--- src/rtl/rv_hazard_scoreboard_pkg.sv ---
// Shared types for the RV hazard/scheduler unit.
//   fwd_sel_e     : E-stage operand source select (regfile / W / M)
//   sched_state_e : data-memory wait/timeout FSM states
//   fwd_pick      : M-over-W forwarding priority helper
package rv_hazard_scoreboard_pkg;

   typedef enum logic [1:0] {
      FWD_RF = 2'b00,
      FWD_W  = 2'b01,
      FWD_M  = 2'b10
   } fwd_sel_e;

   typedef enum logic [1:0] {
      ST_RUN,
      ST_MEM_WAIT,
      ST_MEM_ERR
   } sched_state_e;

   // The M stage holds the younger result, so it shadows W.
   function automatic fwd_sel_e fwd_pick(input logic hit_m, input logic hit_w);
      if (hit_m) return FWD_M;
      if (hit_w) return FWD_W;
      return FWD_RF;
   endfunction

endpackage

--- src/rtl/rv_hazard_scoreboard_md.sv ---
// Multi-cycle mul/div register scoreboard.
// Holds one pending-write bit per architectural register plus the count of
// outstanding mul/div ops, and reports the D-stage hazards that depend on them.
//   clk, rst_n              clock, asynchronous active-low reset
//   rs1D/rs2D/rdD, use_*    D-stage register lookups
//   reg_writeD, md_issueD   D-stage write enable / mul-div marker
//   issue, issue_rd         qualified mul/div issue leaving E
//   wb_valid, wb_rd         mul/div writeback
//   md_hazard               RAW | WAW | structural hazard for D
module rv_md_scoreboard
   import rv_hazard_scoreboard_pkg::*;
#(
   parameter int unsigned NREG     = 32,
   parameter int unsigned MD_DEPTH = 2,
   parameter int unsigned REG_AW   = $clog2(NREG)
) (
   input  logic              clk,
   input  logic              rst_n,
   input  logic [REG_AW-1:0] rs1D,
   input  logic [REG_AW-1:0] rs2D,
   input  logic [REG_AW-1:0] rdD,
   input  logic              use_rs1D,
   input  logic              use_rs2D,
   input  logic              reg_writeD,
   input  logic              md_issueD,
   input  logic              issue,
   input  logic [REG_AW-1:0] issue_rd,
   input  logic              wb_valid,
   input  logic [REG_AW-1:0] wb_rd,
   output logic              md_hazard
);

   localparam int unsigned CNT_AW = $clog2(MD_DEPTH + 1);

   logic [NREG-1:0]   sb_q, sb_d;
   logic [CNT_AW-1:0] cnt_q, cnt_d;
   logic              full, raw, waw;

   // Set is applied after clear so a same-register set/clear leaves the bit set.
   always_comb begin
      sb_d = sb_q;
      if (wb_valid) sb_d[wb_rd] = 1'b0;
      if (issue && (issue_rd != '0)) sb_d[issue_rd] = 1'b1;
      sb_d[0] = 1'b0;
   end

   // An issue to x0 still occupies the unit and still writes back, so the
   // count tracks every qualified issue even though no sb bit is set for it.
   always_comb begin
      cnt_d = cnt_q;
      if (issue && !wb_valid) begin
         if (cnt_q != CNT_AW'(MD_DEPTH)) cnt_d = cnt_q + CNT_AW'(1);
      end else if (!issue && wb_valid) begin
         if (cnt_q != '0) cnt_d = cnt_q - CNT_AW'(1);
      end
   end

   always_ff @(posedge clk or negedge rst_n) begin
      if (!rst_n) begin
         sb_q  <= '0;
         cnt_q <= '0;
      end else begin
         sb_q  <= sb_d;
         cnt_q <= cnt_d;
      end
   end

   assign full      = (cnt_q == CNT_AW'(MD_DEPTH));
   assign raw       = (use_rs1D && sb_q[rs1D]) || (use_rs2D && sb_q[rs2D]);
   assign waw       = reg_writeD && sb_q[rdD];
   assign md_hazard = raw || waw || (md_issueD && full);

   // A writeback with nothing outstanding means the mul/div unit lost track.
   a_no_underflow : assert property (@(posedge clk) disable iff (!rst_n)
      !(wb_valid && !issue && (cnt_q == '0)));

endmodule

--- src/rtl/rv_hazard_scoreboard.sv ---
// Pipeline hazard/scheduler unit for the 5-stage RV core (F/D/E/M/W).
// E-stage forwarding, D-stage load-use and mul/div scoreboard hazards,
// branch-redirect flushing, and a data-memory wait/timeout FSM.
//   clk, rst_n                     clock, asynchronous active-low reset
//   rs1D/rs2D/rdD, use_rs*D        D-stage registers and source-use flags
//   reg_writeD, md_issueD          D-stage controls
//   rs1E/rs2E/rdE, *E controls     E-stage registers and controls
//   rdM/rdW, reg_writeM/W          M/W destinations for forwarding
//   md_wb_valid, md_wb_rd          mul/div writeback
//   dmem_reqM, dmem_ready          M-stage memory handshake
//   br_taken                       E-stage redirect
//   forward_rs1E/rs2E              00 regfile, 10 from M, 01 from W
//   stallF/D/E/M, flushD/E/M/W     pipeline register controls
//   mem_err                        registered one-cycle timeout pulse
//   stall_cycles                   saturating count of cycles with stallF
module rv_hazard_scoreboard
   import rv_hazard_scoreboard_pkg::*;
#(
   parameter int unsigned NREG     = 32,
   parameter int unsigned MD_DEPTH = 2,
   parameter int unsigned MEM_TMO  = 16,
   parameter int unsigned CNT_W    = 16,
   localparam int unsigned REG_AW  = $clog2(NREG)
) (
   input  logic              clk,
   input  logic              rst_n,
   input  logic [REG_AW-1:0] rs1D,
   input  logic [REG_AW-1:0] rs2D,
   input  logic [REG_AW-1:0] rdD,
   input  logic              use_rs1D,
   input  logic              use_rs2D,
   input  logic              reg_writeD,
   input  logic              md_issueD,
   input  logic [REG_AW-1:0] rs1E,
   input  logic [REG_AW-1:0] rs2E,
   input  logic [REG_AW-1:0] rdE,
   input  logic              reg_writeE,
   input  logic              mem_to_regE,
   input  logic              md_issueE,
   input  logic [REG_AW-1:0] rdM,
   input  logic [REG_AW-1:0] rdW,
   input  logic              reg_writeM,
   input  logic              reg_writeW,
   input  logic              md_wb_valid,
   input  logic [REG_AW-1:0] md_wb_rd,
   input  logic              dmem_reqM,
   input  logic              dmem_ready,
   input  logic              br_taken,
   output logic [1:0]        forward_rs1E,
   output logic [1:0]        forward_rs2E,
   output logic              stallF,
   output logic              stallD,
   output logic              stallE,
   output logic              stallM,
   output logic              flushD,
   output logic              flushE,
   output logic              flushM,
   output logic              flushW,
   output logic              mem_err,
   output logic [CNT_W-1:0]  stall_cycles
);

   localparam int unsigned WAIT_W = (MEM_TMO > 2) ? $clog2(MEM_TMO) : 1;

   sched_state_e      state;
   logic [WAIT_W-1:0] wait_cnt;
   logic              mem_stall, load_use, md_hazard, d_hazard, md_issue_ok;
   fwd_sel_e          fwd1, fwd2;

   // Loads always write a register and mul/div ops never assert reg_writeE,
   // so the E write enable adds nothing to any decision made here.
   logic unused_reg_writeE;
   assign unused_reg_writeE = reg_writeE;

   // Forwarding; x0 is never forwarded.
   assign fwd1 = fwd_pick(reg_writeM && (rdM != '0) && (rdM == rs1E),
                          reg_writeW && (rdW != '0) && (rdW == rs1E));
   assign fwd2 = fwd_pick(reg_writeM && (rdM != '0) && (rdM == rs2E),
                          reg_writeW && (rdW != '0) && (rdW == rs2E));
   assign forward_rs1E = fwd1;
   assign forward_rs2E = fwd2;

   // Combinational so the very first wait cycle already holds the pipe.
   assign mem_stall = dmem_reqM && !dmem_ready && (state != ST_MEM_ERR);

   assign load_use = mem_to_regE && (rdE != '0) &&
                     ((use_rs1D && (rdE == rs1D)) || (use_rs2D && (rdE == rs2D)));
   assign d_hazard = load_use || md_hazard;

   // A mul/div in E only counts as issued if E actually advances.
   assign md_issue_ok = md_issueE && !mem_stall && (state != ST_MEM_ERR);

   rv_md_scoreboard #(
      .NREG     (NREG),
      .MD_DEPTH (MD_DEPTH),
      .REG_AW   (REG_AW)
   ) u_md_sb (
      .clk        (clk),
      .rst_n      (rst_n),
      .rs1D       (rs1D),
      .rs2D       (rs2D),
      .rdD        (rdD),
      .use_rs1D   (use_rs1D),
      .use_rs2D   (use_rs2D),
      .reg_writeD (reg_writeD),
      .md_issueD  (md_issueD),
      .issue      (md_issue_ok),
      .issue_rd   (rdE),
      .wb_valid   (md_wb_valid),
      .wb_rd      (md_wb_rd),
      .md_hazard  (md_hazard)
   );

   // Memory wait/timeout FSM; mem_err is high exactly while in ST_MEM_ERR.
   always_ff @(posedge clk or negedge rst_n) begin
      if (!rst_n) begin
         state    <= ST_RUN;
         wait_cnt <= '0;
         mem_err  <= 1'b0;
      end else begin
         mem_err <= 1'b0;
         unique case (state)
            ST_RUN: begin
               if (dmem_reqM && !dmem_ready) begin
                  state    <= ST_MEM_WAIT;
                  wait_cnt <= WAIT_W'(1);
               end
            end
            ST_MEM_WAIT: begin
               if (dmem_ready) begin
                  state <= ST_RUN;
               end else if (wait_cnt == WAIT_W'(MEM_TMO - 1)) begin
                  state   <= ST_MEM_ERR;
                  mem_err <= 1'b1;
               end else begin
                  wait_cnt <= wait_cnt + WAIT_W'(1);
               end
            end
            ST_MEM_ERR: state <= ST_RUN;
            default:    state <= ST_RUN;
         endcase
      end
   end

   // Priority: timeout recovery > memory stall > redirect > D hazard.
   always_comb begin
      stallF = 1'b0;
      stallD = 1'b0;
      stallE = 1'b0;
      stallM = 1'b0;
      flushD = 1'b0;
      flushE = 1'b0;
      flushM = 1'b0;
      flushW = 1'b0;
      if (state == ST_MEM_ERR) begin
         flushD = 1'b1;
         flushE = 1'b1;
         flushM = 1'b1;
      end else if (mem_stall) begin
         stallF = 1'b1;
         stallD = 1'b1;
         stallE = 1'b1;
         stallM = 1'b1;
         flushW = 1'b1;
      end else if (br_taken) begin
         // D is killed by the redirect, so its hazard is irrelevant.
         flushD = 1'b1;
         flushE = 1'b1;
      end else if (d_hazard) begin
         stallF = 1'b1;
         stallD = 1'b1;
         flushE = 1'b1;
      end
   end

   always_ff @(posedge clk or negedge rst_n) begin
      if (!rst_n) begin
         stall_cycles <= '0;
      end else if (stallF && (stall_cycles != '1)) begin
         stall_cycles <= stall_cycles + CNT_W'(1);
      end
   end

endmodule
--- config.mk ---
export PLATFORM = sky130hd
export DESIGN_NAME = rv_hazard_scoreboard
export DESIGN_NICKNAME = d
export VERILOG_FILES = /design/src/rtl/rv_hazard_scoreboard_pkg.sv /design/src/rtl/rv_hazard_scoreboard_md.sv /design/src/rtl/rv_hazard_scoreboard.sv
export SDC_FILE = /design/constraint.sdc
export NUM_CORES = 1
export LEC_CHECK = 0
export CAP_MARGIN = 40
export CORE_UTILIZATION = 50
export DETAILED_ROUTE_END_ITERATION = 7
export GPL_TIMING_DRIVEN = 0
export HOLD_SLACK_MARGIN = 0.12
export MAX_ROUTING_LAYER = met4
export PLACE_DENSITY = 0.81
export SETUP_SLACK_MARGIN = 0.5
export SLEW_MARGIN = 40
export SYNTH_ARGS = -nofsm -noshare
export SYNTH_HDL_FRONTEND = slang
export SYNTH_SLANG_ARGS = --single-unit
export TNS_END_PERCENT = 1
--- constraint.sdc ---
create_clock -name clk -period 7.65 [get_ports clk]
set_clock_uncertainty 0.05 [all_clocks]
set_input_delay 1.9125 -clock clk [delete_from_list [all_inputs] [get_ports clk]]
set_output_delay 1.9125 -clock clk [all_outputs]
set_load 0.1 [all_outputs]
==> impl_metrics.toml, run 1 <==
[cts]
clk-insertion-delay-late_ps = 320
post_cts_resize_count = 0
clock-sinks = 56
cts_hold_repair.buffers = 0
postCtsSetupBuffers = 0
cts_made_buffers = 5
cts_buffer_depth = 2
cts_tree = "yes"
cts_htree_levels = 2
cts_root_buf = "sky130_fd_sc_hd__clkbuf_8"
clock_pin_slew_worst_setup_and_hold_paths_ps = 110

[floorplan]
fp-row-count = 31
floorplan.io_pins = 89
core_area_sq_um = 7370
dieHeight_um = 89.88
fp.dieW_um = 89.88
die_area_sq_um = 8078
initial_core_util = 0.5239

[timing]
finalCriticalPeriod_ps = 6673
maxClockFrequency_mhz = 149.9
max_slew_margin = 0.5949
timing_max_transition_violations_final = 0
tightestPinTransition_ps = 607.7
setup_viol_count_final = 0
setup-tns-final_ps = 0
timing.final.crit_share = 0.8723
timing.final.hold_violations = 0
unrepaired_setup_endpoints_after_global_routing = "false"

[pwr]
power_per_cell_area_nw_per_um2 = 215.5
total_power_mw = 1.018
power.leakage_nw = 2.016
vdd_ir_drop_max_mv = 0.1609

[global_route]
grt_total_usage = 0.2830
grt_pass1_wl_um = 17510
grt_start_max_net_pins = 35
grt_pass1_vias = 3331
gr-total-overflow = 0
antenna_found_initial = 0

[detailed_routing]
drt_first_iter_violations = 310
vias = 3553
drt_pre_antenna_iters = 6
detail-route-antenna-nets = 0
drt_drc_violations_left = 0
routed_via_density = 6.084
wl_per_cell_um = 18.47
totalWireLength_um = 10790

[yosys]
synth.net_count = 462
post_synth_instance_area_sq_um = 3861
syn_avg_cell_area_sq_um = 9.653
postSynthCellCount = 400
synth_cell_type_count = 50
synth-warning-count = 0
synth-async-reset-ratio = 1.000
synth.ff_latch_count = 56
synth.yosys.seq_area_share = 0.3629
synth_ff_type = "sky130_fd_sc_hd__dfrtp_1"
synth-edff-count = 0

[cells_and_area]
antenna_cells = 0
layout-area-overhead-vs-synth_pct = 22.29
fillers = 637
multiInputGateArea_sq_um = 2323
most-common-layout-cells = "sky130_fd_sc_hd__o21ai_0, sky130_fd_sc_hd__dfrtp_1, sky130_fd_sc_hd__clkdlybuf4s50_1, sky130_fd_sc_hd__buf_2, sky130_fd_sc_hd__nand2_1"
area.sequential_sq_um = 1401
post-route-util = 0.6407
most_common_cell_after_layout_fill_and_taps_aside = "sky130_fd_sc_hd__o21ai_0"
final_layout_size_suffix_gt1_frac = 0.1588
finalNetCount = 546

[critical_path]
setup.worst_path.class = "in2out"
worst-endpoint-required_ps = 5690
startpoint_type = "primary input"
setup.worst_path.end_class = "primary output"
cp.arrival_ps = 4710
critical_path_peak_fanout = 10

[placed_design]
gp_congestion = 1.025
place.detailed.hpwl_um = 8086
numPortBuffers = 76

[run]
cap_violations = 0

[worst_hold_path]
worstHoldPathType = "reg2reg"

[run_status]
result_of_the_run = "finished clean"
==> flip-flops by register name, summed over array words and instances (netlist names) <==
signal,cells
u_md_sb.sb_q,31
state,2
wait_cnt,4
u_md_sb.cnt_q,2
stall_cycles,16
mem_err,1
==> worst max-delay path: stages <==
cell and delay [ps]:
sky130_fd_sc_hd__clkdlybuf4s50_1 580, sky130_fd_sc_hd__buf_2 290, sky130_fd_sc_hd__mux4_2 530, sky130_fd_sc_hd__o2bb2ai_1 160, sky130_fd_sc_hd__o22ai_1 130, sky130_fd_sc_hd__nor3_1 240, sky130_fd_sc_hd__o211ai_2 210, sky130_fd_sc_hd__nor2_1 180
sky130_fd_sc_hd__nor2_1 70, sky130_fd_sc_hd__buf_4 120, sky130_fd_sc_hd__buf_2 280
==> layer usage <==
metal	wire length (um)	share of wire	GRT usage
met4	210	0.019	0.07661
met2	5057	0.47	0.4359
met3	817	0.076	0.04315
met5	0	0	-
met1	4703	0.44	0.3933
==> Yosys cell counts (5+ instances only) <==
library cell / instances / share of area
sky130_fd_sc_hd__nor2_1: 22 / 0.021
sky130_fd_sc_hd__mux4_2: 9 / 0.052
sky130_fd_sc_hd__mux2_2: 6 / 0.017
sky130_fd_sc_hd__nor4_1: 10 / 0.016
sky130_fd_sc_hd__xnor2_1: 20 / 0.045
sky130_fd_sc_hd__o21ai_0: 68 / 0.088
sky130_fd_sc_hd__nand3b_1: 13 / 0.025
sky130_fd_sc_hd__dfrtp_1: 56 / 0.36
sky130_fd_sc_hd__mux4_1: 5 / 0.034
sky130_fd_sc_hd__and3_1: 5 / 0.0081
sky130_fd_sc_hd__clkbuf_1: 8 / 0.0078
sky130_fd_sc_hd__mux2i_1: 20 / 0.052
sky130_fd_sc_hd__nor2b_1: 6 / 0.0097
sky130_fd_sc_hd__xor2_1: 24 / 0.054
sky130_fd_sc_hd__nand3_1: 20 / 0.026
sky130_fd_sc_hd__nand2_1: 27 / 0.026
sky130_fd_sc_hd__buf_2: 5 / 0.0065
sky130_fd_sc_hd__inv_1: 9 / 0.0087
sky130_fd_sc_hd__nand2b_1: 5 / 0.0081
==> metrics by stage <==
step | cell area, sq um | cells | worst slack (ps) | hold slack [ps]
3_3_place_gp | 4758 | 575 | 372.3 | 424.9
5_1_grt | 4722 | 584 | 692.9 | 472.5
3_5_place_dp | 4631 | 576 | 1014 | 421.7
4_1_cts | 4722 | 584 | 1015 | 439.5
2_1_floorplan | 3874 | 400 | -231.0 | 414.2
6_report | 4722 | 584 | 976.8 | 438.0
==> kinds of logic after synthesis <==
group | share of synthesized area
mux | 0.1588
fa+ha+maj | 0.006480
simple gates | 0.1902
compound gates | 0.1432
flops | 0.3629
buf+inv | 0.03856
xor+xnor | 0.09981
==> cell type report <==
class,instances,share of cell area
repair buffers,77,0.1341
flip-flops and latches,56,0.2968
multi-input cells,315,0.4921
clock inverters,3,0.004769
plain buffers,20,0.02438
inverters,9,0.007154
well taps,99,0.02623
clock buffers,5,0.01457
==> path summary, 6_finish.rpt <==
path	from	to	slack [ps]	cells past startpoint
setup / recovery	rs2D[0]	stallF	980	11
hold / removal	stall_cycles[6]$_DFFE_PN0P_	stall_cycles[6]$_DFFE_PN0P_	440	1
setup reg to reg	u_md_sb.sb_q[18]$_DFF_PN0_	stall_cycles[4]$_DFFE_PN0P_	5060	9
hold reg to reg	stall_cycles[6]$_DFFE_PN0P_	stall_cycles[6]$_DFFE_PN0P_	440	1
max in group asynchronous	rst_n	u_md_sb.sb_q[8]$_DFF_PN0_	5630	2
min in group asynchronous	rst_n	u_md_sb.sb_q[3]$_DFF_PN0_	1420	1
==> where the power goes <==
group	switching, mW	total (mW)	internal, mW
Combinational	0.276	0.423	0.147
Clock	0.105	0.171	0.0660
Sequential	0.0695	0.423	0.353
(Power assumes the default switching activity.)
==> run 2, diff against run 1 <==
- CELL_PAD_IN_SITES_DETAIL_PLACEMENT: not set -> 0
- CELL_PAD_IN_SITES_GLOBAL_PLACEMENT: not set -> 1
- CORE_UTILIZATION: 50 -> 42
- PLACE_DENSITY: 0.81 -> 0.88
==> impl_metrics.toml, run 2 (synthesis gave the netlist of run 1 again) <==
[cts]
cts_made_buffers = 5
clk-insertion-delay-late_ps = 320
cts_htree_levels = 2
cts_tree = "yes"
cts_buffer_depth = 2
cts_hold_repair.buffers = 0
clock_pin_slew_worst_setup_and_hold_paths_ps = 100
postCtsSetupBuffers = 0
post_cts_resize_count = 0
clock-sinks = 56
cts_root_buf = "sky130_fd_sc_hd__clkbuf_8"

[cells_and_area]
antenna_cells = 0
post-route-util = 0.5409
largest_registers = "u_md_sb.sb_q x31, stall_cycles x16, wait_cnt x4"
finalNetCount = 546
fillers = 815
most-common-layout-cells = "sky130_fd_sc_hd__o21ai_0, sky130_fd_sc_hd__dfrtp_1, sky130_fd_sc_hd__clkdlybuf4s50_1, sky130_fd_sc_hd__buf_2, sky130_fd_sc_hd__nand2_1"
final_layout_size_suffix_gt1_frac = 0.1588
max_flop_register = "u_md_sb.sb_q"
multiInputGateArea_sq_um = 2323
largest_register_ffs = 31
most_common_cell_after_layout_fill_and_taps_aside = "sky130_fd_sc_hd__o21ai_0"
final_cell_count_no_fill = 593
layout-area-overhead-vs-synth_pct = 23.36
area.sequential_sq_um = 1401

[pwr]
vdd_ir_drop_max_mv = 0.1566
power_per_cell_area_nw_per_um2 = 222.4
power.leakage_nw = 2.029

[timing]
finalCriticalPeriod_ps = 6714
timing.final.crit_share = 0.8776
timing_max_transition_violations_final = 0
unrepaired_setup_endpoints_after_global_routing = "false"
timing.final.hold_violations = 0
setup_viol_count_final = 0
tightestPinTransition_ps = 620.2
maxClockFrequency_mhz = 148.9
max_slew_margin = 0.5865

[critical_path]
timing.reg2reg.worst_path_depth = 9
crit_path_max_incr_delay_ps = 620
timing.critical_path.cells = "clkdlybuf4s50_1, buf_2, mux4_2, mux2i_1, nor3b_1, a31oi_1, o211ai_2, nor2_1, nor2_1, buf_4, buf_2"
startpoint_type = "primary input"
worst-endpoint-required_ps = 5690
setup.worst_path.class = "in2out"
critical_path_peak_fanout = 10
setup.worst_path.end_class = "primary output"
critical_path.slowest_cell = "sky130_fd_sc_hd__clkdlybuf4s50_1"
rrSetupSlack_ps = 5080
cp.arrival_ps = 4750

[floorplan]
core_area_sq_um = 8806
initial_core_util = 0.4385
fp.dieW_um = 97.88
floorplan.io_pins = 89
dieHeight_um = 97.88
fp-row-count = 34
die_area_sq_um = 9580

[detailed_routing]
drt_pre_antenna_iters = 7
drt_drc_violations_left = 7
wl_per_cell_um = 19.01
vias = 3580
routed_via_density = 6.037
totalWireLength_um = 11270
detail-route-antenna-nets = 0
drt_first_iter_violations = 265

[run_status]
result_of_the_run = "finished with violations"
failing_checks = "DRC"

[global_route]
grt_pass1_vias = 3457
grt_total_usage = 0.2458
grt_pass1_wl_um = 18130
grt_start_max_net_pins = 34
gr-total-overflow = 0
antenna_found_initial = 0

[placed_design]
numPortBuffers = 76
placed_cells_incl_taps = 585
place.detailed.hpwl_um = 8382
gp_congestion = 0.9482

[worst_hold_path]
worstHoldPathType = "reg2reg"
hold_depth = 1

[run]
cap_violations = 0
[run 2: final cells by class]
| class | count | share of cell area |
|---|---|---|
| buffer | 20 | 0.02417 |
| clock buffer | 6 | 0.01734 |
| clock inverter | 2 | 0.008143 |
| inverter | 9 | 0.007092 |
| multi-input combinational | 315 | 0.4878 |
| sequential | 56 | 0.2942 |
| tap | 108 | 0.02837 |
| timing repair buffer | 77 | 0.1329 |
[run 2: layer usage]
layer,GRT usage,part of all wire
met5,-,0
met4,0.06760,0.021
met3,0.04939,0.085
met2,0.3754,0.45
met1,0.3324,0.44
[run 2: critical path: cells and delay by family]
kind            cells  cell delay [ps]
buf+inv             4             1320
simple gates        3              370
compound gates      2              370
mux                 2              770
[run 2: power breakdown]
part	switching [mW]	internal, mW
logic	0.279	0.147
registers	0.0678	0.353
clock network	0.105	0.107
total	0.452	0.607
[run 2: through the flow]
step | instance area [sq um] | hold slack (ps) | power, mW | setup slack [ps] | TNS [ps]
2_1_floorplan | 3874 | 414.2 | 0.7250 | -231.0 | -462.0
3_3_place_gp | 4770 | 425.1 | 0.8520 | 342.6 | 0
3_5_place_dp | 4642 | 422.7 | 0.8471 | 997.0 | 0
4_1_cts | 4763 | 442.1 | 1.060 | 995.8 | 0
5_1_grt | 4763 | 478.0 | 1.108 | 814.5 | 0
6_report | 4763 | 441.0 | 1.059 | 936.0 | 0
[run 2: final timing paths]
| kind | from | end |
|---|---|---|
| setup / recovery | rs2D[0] | stallF |
| max in group asynchronous | rst_n | u_md_sb.sb_q[8]$_DFF_PN0_ |
| hold / removal | stall_cycles[4]$_DFFE_PN0P_ | stall_cycles[4]$_DFFE_PN0P_ |
| min in group asynchronous | rst_n | wait_cnt[3]$_DFFE_PN0P_ |
| setup reg to reg | u_md_sb.sb_q[16]$_DFF_PN0_ | stall_cycles[3]$_DFFE_PN0P_ |
| hold reg to reg | stall_cycles[4]$_DFFE_PN0P_ | stall_cycles[4]$_DFFE_PN0P_ |
==> run 3, diff against run 2 <==
--- a/config.mk
+++ b/config.mk
@@ -11,2 +11,3 @@
 export CORE_UTILIZATION = 42
+export CTS_CLUSTER_SIZE = 14
 export DETAILED_ROUTE_END_ITERATION = 7
--- a/constraint.sdc
+++ b/constraint.sdc
@@ -4,2 +4,2 @@
 set_output_delay 1.9125 -clock clk [all_outputs]
-set_load 0.1 [all_outputs]
+set_load 0.05 [all_outputs]
==> impl_metrics.toml, run 3 (synthesis gave the netlist of run 1 again) <==
[detailed_routing]
totalWireLength_um = 10650
drt_drc_violations_left = 7
drt_pre_antenna_iters = 7
routed_via_density = 5.902
vias = 3500
detail-route-antenna-nets = 0
wl_per_cell_um = 17.96
drt_first_iter_violations = 232

[critical_path]
timing.critical_path.cells = "clkdlybuf4s50_1, buf_1, mux4_2, o2bb2ai_1, o22ai_1, nor3_1, o211ai_2, a31oi_1, o21bai_1, clkdlybuf4s50_1"
critical_path_peak_fanout = 10
critical_path_cell_count = 10
rrSetupSlack_ps = 5100
startpoint_type = "primary input"
cp.arrival_ps = 4990
worst-endpoint-required_ps = 5690
setup.worst_path.end_class = "primary output"
crit_path_max_incr_delay_ps = 710
timing.reg2reg.worst_path_depth = 9
cp.buffers_inverters = 3
setup.worst_path.class = "in2out"
setup.worst_path.start = "rs2D[2]"
path_common_cell = "sky130_fd_sc_hd__clkdlybuf4s50_1"
worst_flop_to_flop_path_startpoint = "u_md_sb.sb_q[21]$_DFF_PN0_"
regToRegEndpoint = "stall_cycles[4]$_DFFE_PN0P_"
endpoint = "flushE"
critical_path.slowest_cell = "sky130_fd_sc_hd__clkdlybuf4s50_1"
path_delay_family = "buffers and inverters"

[cells_and_area]
largest_registers = "u_md_sb.sb_q x31, stall_cycles x16, wait_cnt x4"
most-common-layout-cells = "sky130_fd_sc_hd__clkdlybuf4s50_1, sky130_fd_sc_hd__o21ai_0, sky130_fd_sc_hd__dfrtp_1, sky130_fd_sc_hd__nand2_1, sky130_fd_sc_hd__xor2_1"
final_layout_size_suffix_gt1_frac = 0.09485
area.sequential_sq_um = 1401
antenna_cells = 0
most_common_cell_after_layout_fill_and_taps_aside = "sky130_fd_sc_hd__clkdlybuf4s50_1"
finalNetCount = 546
post-route-util = 0.5560
final_cell_count_no_fill = 593
fillers = 774
multiInputGateArea_sq_um = 2311
layout-area-overhead-vs-synth_pct = 26.80
largest_register_ffs = 31
max_flop_register = "u_md_sb.sb_q"

[timing]
timing_max_transition_violations_final = 0
unrepaired_setup_endpoints_after_global_routing = "false"
setup-tns-final_ps = 0
maxClockFrequency_mhz = 143.8
setup_viol_count_final = 0
tightestPinTransition_ps = 596.1
max_slew_margin = 0.6026
finalCriticalPeriod_ps = 6954
timing.final.hold_violations = 0
timing.final.crit_share = 0.9090
whs_ps = 453.4

[cts]
cts_htree_levels = 2
clk-insertion-delay-late_ps = 320
clock_pin_slew_worst_setup_and_hold_paths_ps = 100
cts_root_buf = "sky130_fd_sc_hd__clkbuf_8"
cts_tree = "yes"
clock-sinks = 56
cts_made_buffers = 5
cts_buffer_depth = 2
postCtsSetupBuffers = 0

[pwr]
total_power_mw = 0.9887
power.leakage_nw = 2.010
vdd_ir_drop_max_mv = 0.1034
power_per_cell_area_nw_per_um2 = 201.9

[placed_design]
place.detailed.hpwl_um = 8214
numPortBuffers = 76
gp_congestion = 0.8867
placed_cells_incl_taps = 585

[run_status]
result_of_the_run = "finished with violations"
failing_checks = "DRC"

[floorplan]
die_area_sq_um = 9580
floorplan.io_pins = 89
dieHeight_um = 97.88
fp.dieW_um = 97.88
initial_core_util = 0.4385
core_area_sq_um = 8806
fp-row-count = 34

[global_route]
grt_total_usage = 0.2386
grt_start_max_net_pins = 34
antenna_found_initial = 0
grt_pass1_vias = 3373
gr-total-overflow = 0
grt_pass1_wl_um = 17320

[worst_hold_path]
worstHoldPathType = "reg2reg"

[run]
cap_violations = 0
==> run 3: through the flow <==
| stage | instance area (sq um) | setup WS [ps] |
|---|---|---|
| after floorplan | 3861 | 1198 |
| after global placement | 4757 | 640.8 |
| after detailed placement | 4775 | 637.1 |
| after CTS | 4893 | 636.5 |
| after global routing | 4896 | 526.8 |
| final | 4896 | 696.2 |
==> run 3: how the worst min path moves through the flow <==
stage | startpoint | endpoint | cells after the start
floorplan | wait_cnt[2]$_DFFE_PN0P_ | wait_cnt[2]$_DFFE_PN0P_ | 1
global placement | stall_cycles[4]$_DFFE_PN0P_ | stall_cycles[4]$_DFFE_PN0P_ | 1
finish | stall_cycles[4]$_DFFE_PN0P_ | stall_cycles[4]$_DFFE_PN0P_ | 1
global route | stall_cycles[9]$_DFFE_PN0P_ | stall_cycles[9]$_DFFE_PN0P_ | 1
detailed placement | stall_cycles[6]$_DFFE_PN0P_ | stall_cycles[6]$_DFFE_PN0P_ | 1
CTS | stall_cycles[4]$_DFFE_PN0P_ | stall_cycles[4]$_DFFE_PN0P_ | 1
==> run 3: what timing repair did <==
action / 4_1_cts / 5_1_grt
gates resized for setup: 0 / 1
endpoints found under the setup margin: 0 / 1
hold buffers: 0 / 0
==> run 3: routing by layer <==
layer	vias up	share of wire	track usage
met2	133	0.49	0.3911
met4	0	0.023	0.08741
met5	-	0	-
met3	17	0.064	0.03078
met1	1702	0.42	0.3024
li1	1648	-	-
==> run 3: layout make-up <==
cell class,instances,share of cell area
multi-input combinational,315,0.4720
buffer,20,0.02351
clock buffer,5,0.01406
timing repair buffer,77,0.1595
inverter,9,0.006900
sequential,56,0.2862
tap,108,0.02760
clock inverter,3,0.01022
==> run 3: where the power goes <==
group	switching [mW]	total, mW	internal (mW)
logic	0.197	0.363	0.165
clock network	0.106	0.207	0.101
registers	0.0659	0.419	0.353
